`config.mk`:
```
export PLATFORM = sky130hd
export DESIGN_NAME = ysyx_23060096_multicycle_ctrl
export DESIGN_NICKNAME = d
export VERILOG_FILES = /design/src/rtl/ysyx_23060096_pkg.sv /design/src/rtl/ysyx_23060096_wait_timer.sv /design/src/rtl/ysyx_23060096_multicycle_ctrl.sv
export SDC_FILE = /design/constraint.sdc
export NUM_CORES = 1
export LEC_CHECK = 0
export ABC_AREA = 1
export BUFFER_PORTS_ARGS = -buffer_cell sky130_fd_sc_hd__buf_2
export CORE_MARGIN = 4
export CORE_UTILIZATION = 25
export CTS_CLUSTER_SIZE = 16
export DETAILED_ROUTE_END_ITERATION = 8
export HOLD_SLACK_MARGIN = 0.05
export PLACE_DENSITY_LB_ADDON = 0.15
export SYNTH_ARGS = -nofsm -noshare
export SYNTH_HDL_FRONTEND = slang
export SYNTH_SLANG_ARGS = --single-unit
```
`constraint.sdc`:
```
create_clock -name clk -period 1.9 [get_ports clk]
set_input_delay 0.095 -clock clk [delete_from_list [all_inputs] [get_ports clk]]
set_output_delay 0.095 -clock clk [all_outputs]
set_load 0.02 [all_outputs]
```
`src/rtl/ysyx_23060096_pkg.sv`:
```
// ysyx_23060096_pkg: state encoding and wait-counter width shared by the multicycle controller.
package ysyx_23060096_pkg;
    typedef enum logic [2:0] {
        ST_FETCH  = 3'd0,
        ST_DECODE = 3'd1,
        ST_EXEC   = 3'd2,
        ST_MEM    = 3'd3,
        ST_WB     = 3'd4,
        ST_HALT   = 3'd5
    } state_e;
    localparam int TMO_W = 8;
endpackage

```
`src/rtl/ysyx_23060096_wait_timer.sv`:
```
// ysyx_23060096_wait_timer: counts consecutive stalled bus-wait cycles and flags expiry.
module ysyx_23060096_wait_timer
    import ysyx_23060096_pkg::*;
#(
    parameter int unsigned LIMIT = 255
) (
    input  logic clk,
    input  logic rst_n,
    input  logic stall,
    output logic expired
);
    logic [TMO_W-1:0] cnt;
    // Expiry fires on the LIMIT-th stalled cycle; any non-stalled cycle (ack or state change) clears.
    assign expired = stall && (cnt == TMO_W'(LIMIT - 1));
    always_ff @(posedge clk or negedge rst_n) begin
        if (!rst_n) cnt <= '0;
        else cnt <= stall ? cnt + 1'b1 : '0;
    end
endmodule

```
`src/rtl/ysyx_23060096_multicycle_ctrl.sv`:
```
// ysyx_23060096_multicycle_ctrl: multi-cycle FETCH/DECODE/EXEC/MEM/WB sequencer with retire counter.
// Optional bus timeout enabled by defining YSYX_23060096_BUS_TIMEOUT_EN.
module ysyx_23060096_multicycle_ctrl
    import ysyx_23060096_pkg::*;
#(
    parameter int unsigned INSTRET_W   = 32,
    parameter int unsigned TIMEOUT_CYC = 255
) (
    input  logic                 clk,
    input  logic                 rst_n,
    output logic                 ifu_req,
    input  logic                 ifu_gnt,
    output logic                 ir_we,
    input  logic                 dec_regwr,
    input  logic                 dec_memtoreg,
    input  logic                 dec_memwr,
    input  logic                 dec_ebreak,
    output logic                 lsu_req,
    output logic                 lsu_we,
    input  logic                 lsu_ack,
    output logic                 rf_we,
    output logic                 pc_we,
    output logic                 halted,
    output logic                 err,
    output logic [INSTRET_W-1:0] instret
);
    state_e state;
    logic   tmo;
`ifdef YSYX_23060096_BUS_TIMEOUT_EN
    logic stall;
    assign stall = (state == ST_FETCH && !ifu_gnt) || (state == ST_MEM && !lsu_ack);
    ysyx_23060096_wait_timer #(.LIMIT(TIMEOUT_CYC)) u_timer (
        .clk     (clk),
        .rst_n   (rst_n),
        .stall   (stall),
        .expired (tmo)
    );
`else
    assign tmo = 1'b0 && (TIMEOUT_CYC > 0);
`endif
    // Gating with rst_n keeps the fetch request low while reset is held.
    assign ifu_req = rst_n && state == ST_FETCH;
    assign ir_we   = ifu_req && ifu_gnt;
    assign lsu_req = state == ST_MEM;
    assign lsu_we  = lsu_req && dec_memwr;
    assign rf_we   = state == ST_WB && dec_regwr && !dec_memwr;
    assign pc_we   = state == ST_WB;
    assign halted  = state == ST_HALT;
    always_ff @(posedge clk or negedge rst_n) begin
        if (!rst_n) begin
            state   <= ST_FETCH;
            err     <= 1'b0;
            instret <= '0;
        end else if (tmo) begin
            state <= ST_HALT;
            err   <= 1'b1;
        end else begin
            unique case (state)
                ST_FETCH:  state <= ifu_gnt ? ST_DECODE : ST_FETCH;
                ST_DECODE: state <= dec_ebreak ? ST_HALT : ST_EXEC;
                ST_EXEC:   state <= (dec_memtoreg || dec_memwr) ? ST_MEM : ST_WB;
                ST_MEM:    state <= lsu_ack ? ST_WB : ST_MEM;
                ST_WB: begin
                    state   <= ST_FETCH;
                    instret <= instret + 1'b1;
                end
                default:   state <= ST_HALT;
            endcase
        end
    end
endmodule

```
; After elaboration in Yosys (flattened, before gate mapping)
; Index checks and enable logic that the tools add are counted.
[totals]
register_bits = 35
inputBits = 8
wordCells = 21
[classes]
addsub = 1
eq_ne = 5
mux = 5
reduce_logical = 8
[op_table]
columns = cell, n
row1 = $add 32x1->32 const B, 1
row2 = $pmux 3 s5, 1
row3 = $mux 3, 3
row4 = $eq 3x2->1 const B, 2
row5 = $eq 3x3->1 const B, 2
row6 = $logic_and 1x1->1, 5
row7 = $eq 3x1->1 const B, 1
row8 = $logic_not 3->1, 1
row9 = $logic_not 1->1, 1
row10 = $logic_or 1x1->1, 1
row11 = $mux 1, 1

; Longest topological paths before layout
[logic_depth]
ltp_word = 3
ltp_mapped = 9

; Worst setup path after synthesis
; OpenSTA, ideal clock, no wires.
[synth_timing]
path_kind = flip-flop to flip-flop
from = reg instret[1]
to = reg instret[26]
t_arrival_ns = 1.379
slack_ns = 0.399
stages_incl_launch_ff = 8
period_less_slack_ns = 1.501
path_cell_list = dfrtp_1 ha_1 nand3_1 inv_1 nand2_1 nor2_1 nand3_1 xor2_1
[synth_via]
elab_chain_cells = 1
[synth_lines]
columns = element, line
row1 = from (decl), ysyx_23060096_multicycle_ctrl.sv:25  ; output logic [INSTRET_W-1:0] instret
row2 = from (signal assigned), ysyx_23060096_multicycle_ctrl.sv:65  ; instret <= instret + 1'b1;
row3 = $add 32x1->32, ysyx_23060096_multicycle_ctrl.sv:65
; Every way passes these cells.
; A chain may end at the register's enable or synchronous reset.

; Worst setup path in the final report
; Same ends and word-level chain as after synthesis.

==> flow_metrics.py <==
metrics = {
    "cells_and_area": {
        "syn2layout_area_growth_pct": 23.1,
        "fill_cells": 849,
        "final_core_util_pct": 31.8,
        "antenna_cells": 0,
        "drive_gt1_share_pct": 23.5,
        "fin_area_um2": 2460,
        "layout.nets": 323,
    },
    "clocking": {
        "tritoncts": "built",
        "cts_buffers": 5,
        "cts_setup_buffers": 0,
        "cts_sinks": 35,
        "clock_latency_ns": 0.29,
        "path_clk_slew_ns": 0.08,
        "root_buffer": "clkbuf_8",
        "cts_resized": 0,
        "cts_hold_buf": 2,
        "cts_max_level": 2,
        "clockBufferDepth": 2,
    },
    "route": {
        "drc": 0,
        "first_pass_iters": 6,
        "viasPerCell": 4.29,
        "num_vias": 1789,
        "ant_nets": 0,
        "drt_iter0_markers": 92,
        "wl_per_cell_um": 13.1,
        "wl_um": 5470,
    },
    "synth": {
        "ys_seq_area_share_pct": 43.9,
        "ys_warn_count": 0,
        "netlist_area_um2": 2000,
        "synth.area.top_cells": "dfrtp_1 (44%), nand2_1 (13%), inv_1 (7.0%), nand3_1 (6.0%), xnor2_1 (5.3%)",
        "synth.distinct_cells": 25,
        "syn_inst": 259,
        "syn_area_per_cell_um2": 7.71,
        "syn_nets": 268,
        "ys_seq_elements": 35,
        "yosys.area.top_type_share_pct": 43.9,
        "yosysTopAreaCell": "dfrtp_1",
    },
    "placement": {
        "place_area_um2": 2350,
        "gp_congestion": 0.754,
        "detailed_place_hpwl_um": 4310,
        "numPortBuffers": 46,
    },
    "critical_path": {
        "path_class": "flop to flop",
        "worstPathMaxFanout": 4,
        "regToRegEndpoint": "instret[26]",
        "reg2reg_slack_ns": 0.28,
        "endpoint_kind": "flop",
        "arrival_ns": 1.80,
        "crit_required_ns": 2.09,
        "reg2reg_depth": 7,
        "start_kind": "flop",
        "r2r-start": "instret[1]",
    },
    "power_and_ir_drop": {
        "seqPwrFrac_pct": 44.3,
        "p_leak_nw": 1.28,
        "ir_drop_uv": 338,
        "power_density_nw_per_um2": 838,
        "pwr-share-comb_pct": 29.4,
        "clockPowerShare_pct": 26.3,
        "cell_internal_pwr_w": 0.00127,
        "p_switching_w": 0.000795,
        "p_sw_share_pct": 38.6,
    },
    "timing": {
        "maxSlewViolCount": 0,
        "fin_tns_setup_ns": 0,
        "setup_viol": 0,
        "hold_viol": 0,
        "max_freq_mhz": 619,
        "timing.final.crit_period_ns": 1.62,
        "fin_crit_sh_pct": 85.0,
        "rsz0062_at_grt": "no",
        "finClkSkew_ns": 0.00699,
    },
    "floorplanning": {
        "dieArea_um2": 9480,
        "die_h_um": 97.4,
        "start_util_pct": 25.8,
        "rows": 32,
        "die_w_um": 97.4,
        "fp.coreArea_um2": 7730,
        "io_pins": 48,
    },
    "min_path": {
        "hold-path-cell-count": 3,
        "holdPathEnd": "state[2]",
        "hold_path.class": "input port to flop",
        "worstHoldStart": "lsu_ack",
    },
    "global_route": {
        "grt_pass1_vias": 1723,
        "grt_pass1_wl_um": 8920,
        "grt_max_degree": 36,
        "overflow": 0,
        "antenna_found_initial": 0,
        "track_usage_pct": 11.9,
    },
    "job": {
        "max_cap_violations": 0,
    },
    "status": {
        "outcome": "completed",
    },
}
==> synth_stat cells <==
| cell | count |
|---|---|
| ha_1 | 1 |
| conb_1 | 1 |
| dfrtp_1 | 35 |
| or2_2 | 1 |
| xnor2_1 | 12 |
| nor2_2 | 9 |
| o211ai_1 | 1 |
| nor2_8 | 1 |
| xor2_1 | 9 |
| nor2_1 | 25 |
| nand2_2 | 4 |
| nand4_1 | 10 |
| nand3b_1 | 1 |
| buf_4 | 1 |
| nor3_1 | 8 |
| a21oi_1 | 2 |
| nand3_4 | 1 |
| nor2_4 | 2 |
| and3_1 | 1 |
| inv_2 | 1 |
| inv_1 | 37 |
| o21bai_1 | 1 |
| nand2_1 | 70 |
| nand3_1 | 24 |
| o21ai_0 | 1 |
==> routing by layer <==
layer  track usage (%)  vias up  wire, um
met5                 0        -         0
met4              4.47        0        30
met3              2.66        2       194
met2              17.8       34      2440
met1              16.7      826      2800
li1                  -      927         -
==> worst max path at each step <==
stage,depth (start not counted),from,endpoint
after floorplan,7,instret[1],instret[26]
after global placement,7,instret[1],instret[26]
after detailed placement,7,instret[1],instret[26]
after CTS,7,instret[1],instret[26]
after global routing,7,instret[1],instret[26]
final,7,instret[1],instret[26]
==> flip-flops by register name, indices dropped and copies added (netlist names) <==
signal	count
instret	32
state	3
==> critical path: stages, from the launching register on <==
cell     delay [ns]
dfrtp_1        0.39
ha_1           0.19
nand3_1        0.15
inv_1          0.11
nand2_1        0.07
nor2_1         0.29
nand3_1        0.14
xor2_1         0.16
==> final cells by class <==
type / instances / area [um2] / share of cell area, %
flip-flops and latches: 35 / 876 / 35.6
clock buffers: 5 / 68.8 / 2.80
well taps: 102 / 128 / 5.19
repair buffers: 49 / 258 / 10.5
clock inverters: 3 / 15.0 / 0.611
inverters: 38 / 143 / 5.80
multi-input cells: 185 / 971 / 39.5
==> metrics by stage <==
step	hold WS, ns	power (W)	cells	setup WS, ns
2_1_floorplan	-0.201	0.00134	259	0.399
3_3_place_gp	0.249	0.00155	407	0.275
3_5_place_dp	0.243	0.00154	407	0.261
4_1_cts	0.0554	0.00210	417	0.259
5_1_grt	0.0772	0.00220	417	0.152
6_report	0.0588	0.00206	417	0.285
==> cells by family (layout without fill, tap and decap cells) <==
kind of cell	after synthesis	count (layout)	share of synthesized area (%)
buffers and inverters	39	95	7.52
AND/OR/NAND/NOR	157	157	37.1
flip-flops	35	35	43.9
adder cells (fa/ha/maj)	1	1	0.626
XOR/XNOR	21	21	9.21
other	1	1	0.188
AO/OA/AOI/OAI	5	5	1.50
==> cell usage in the layout, fill, tap and decap left out, types with 2 or more instances in the layout <==
| cell type | instances |
|---|---|
| buf_2 | 46 |
| dlygate4sd3_1 | 2 |
| clkbuf_8 | 5 |
| nor3_1 | 8 |
| a21oi_1 | 2 |
| nor2_1 | 25 |
| xnor2_1 | 12 |
| xor2_1 | 9 |
| nand4_1 | 10 |
| nand2_2 | 4 |
| nor2_4 | 2 |
| inv_1 | 37 |
| nor2_2 | 9 |
| nand2_1 | 70 |
| dfrtp_1 | 35 |
| clkinv_2 | 3 |
| nand3_1 | 24 |
==> power groups by stage <==
stage,Clock (W),Sequential (W),Combinational [W]
2_1_floorplan,0,0.000973,0.000371
3_3_place_gp,0,0.000926,0.000624
3_5_place_dp,0,0.000931,0.000614
4_1_cts,0.000562,0.000915,0.000623
5_1_grt,0.000596,0.000930,0.000674
6_report,0.000542,0.000913,0.000605
No activity file was read; power rests on OpenSTA's default activity.
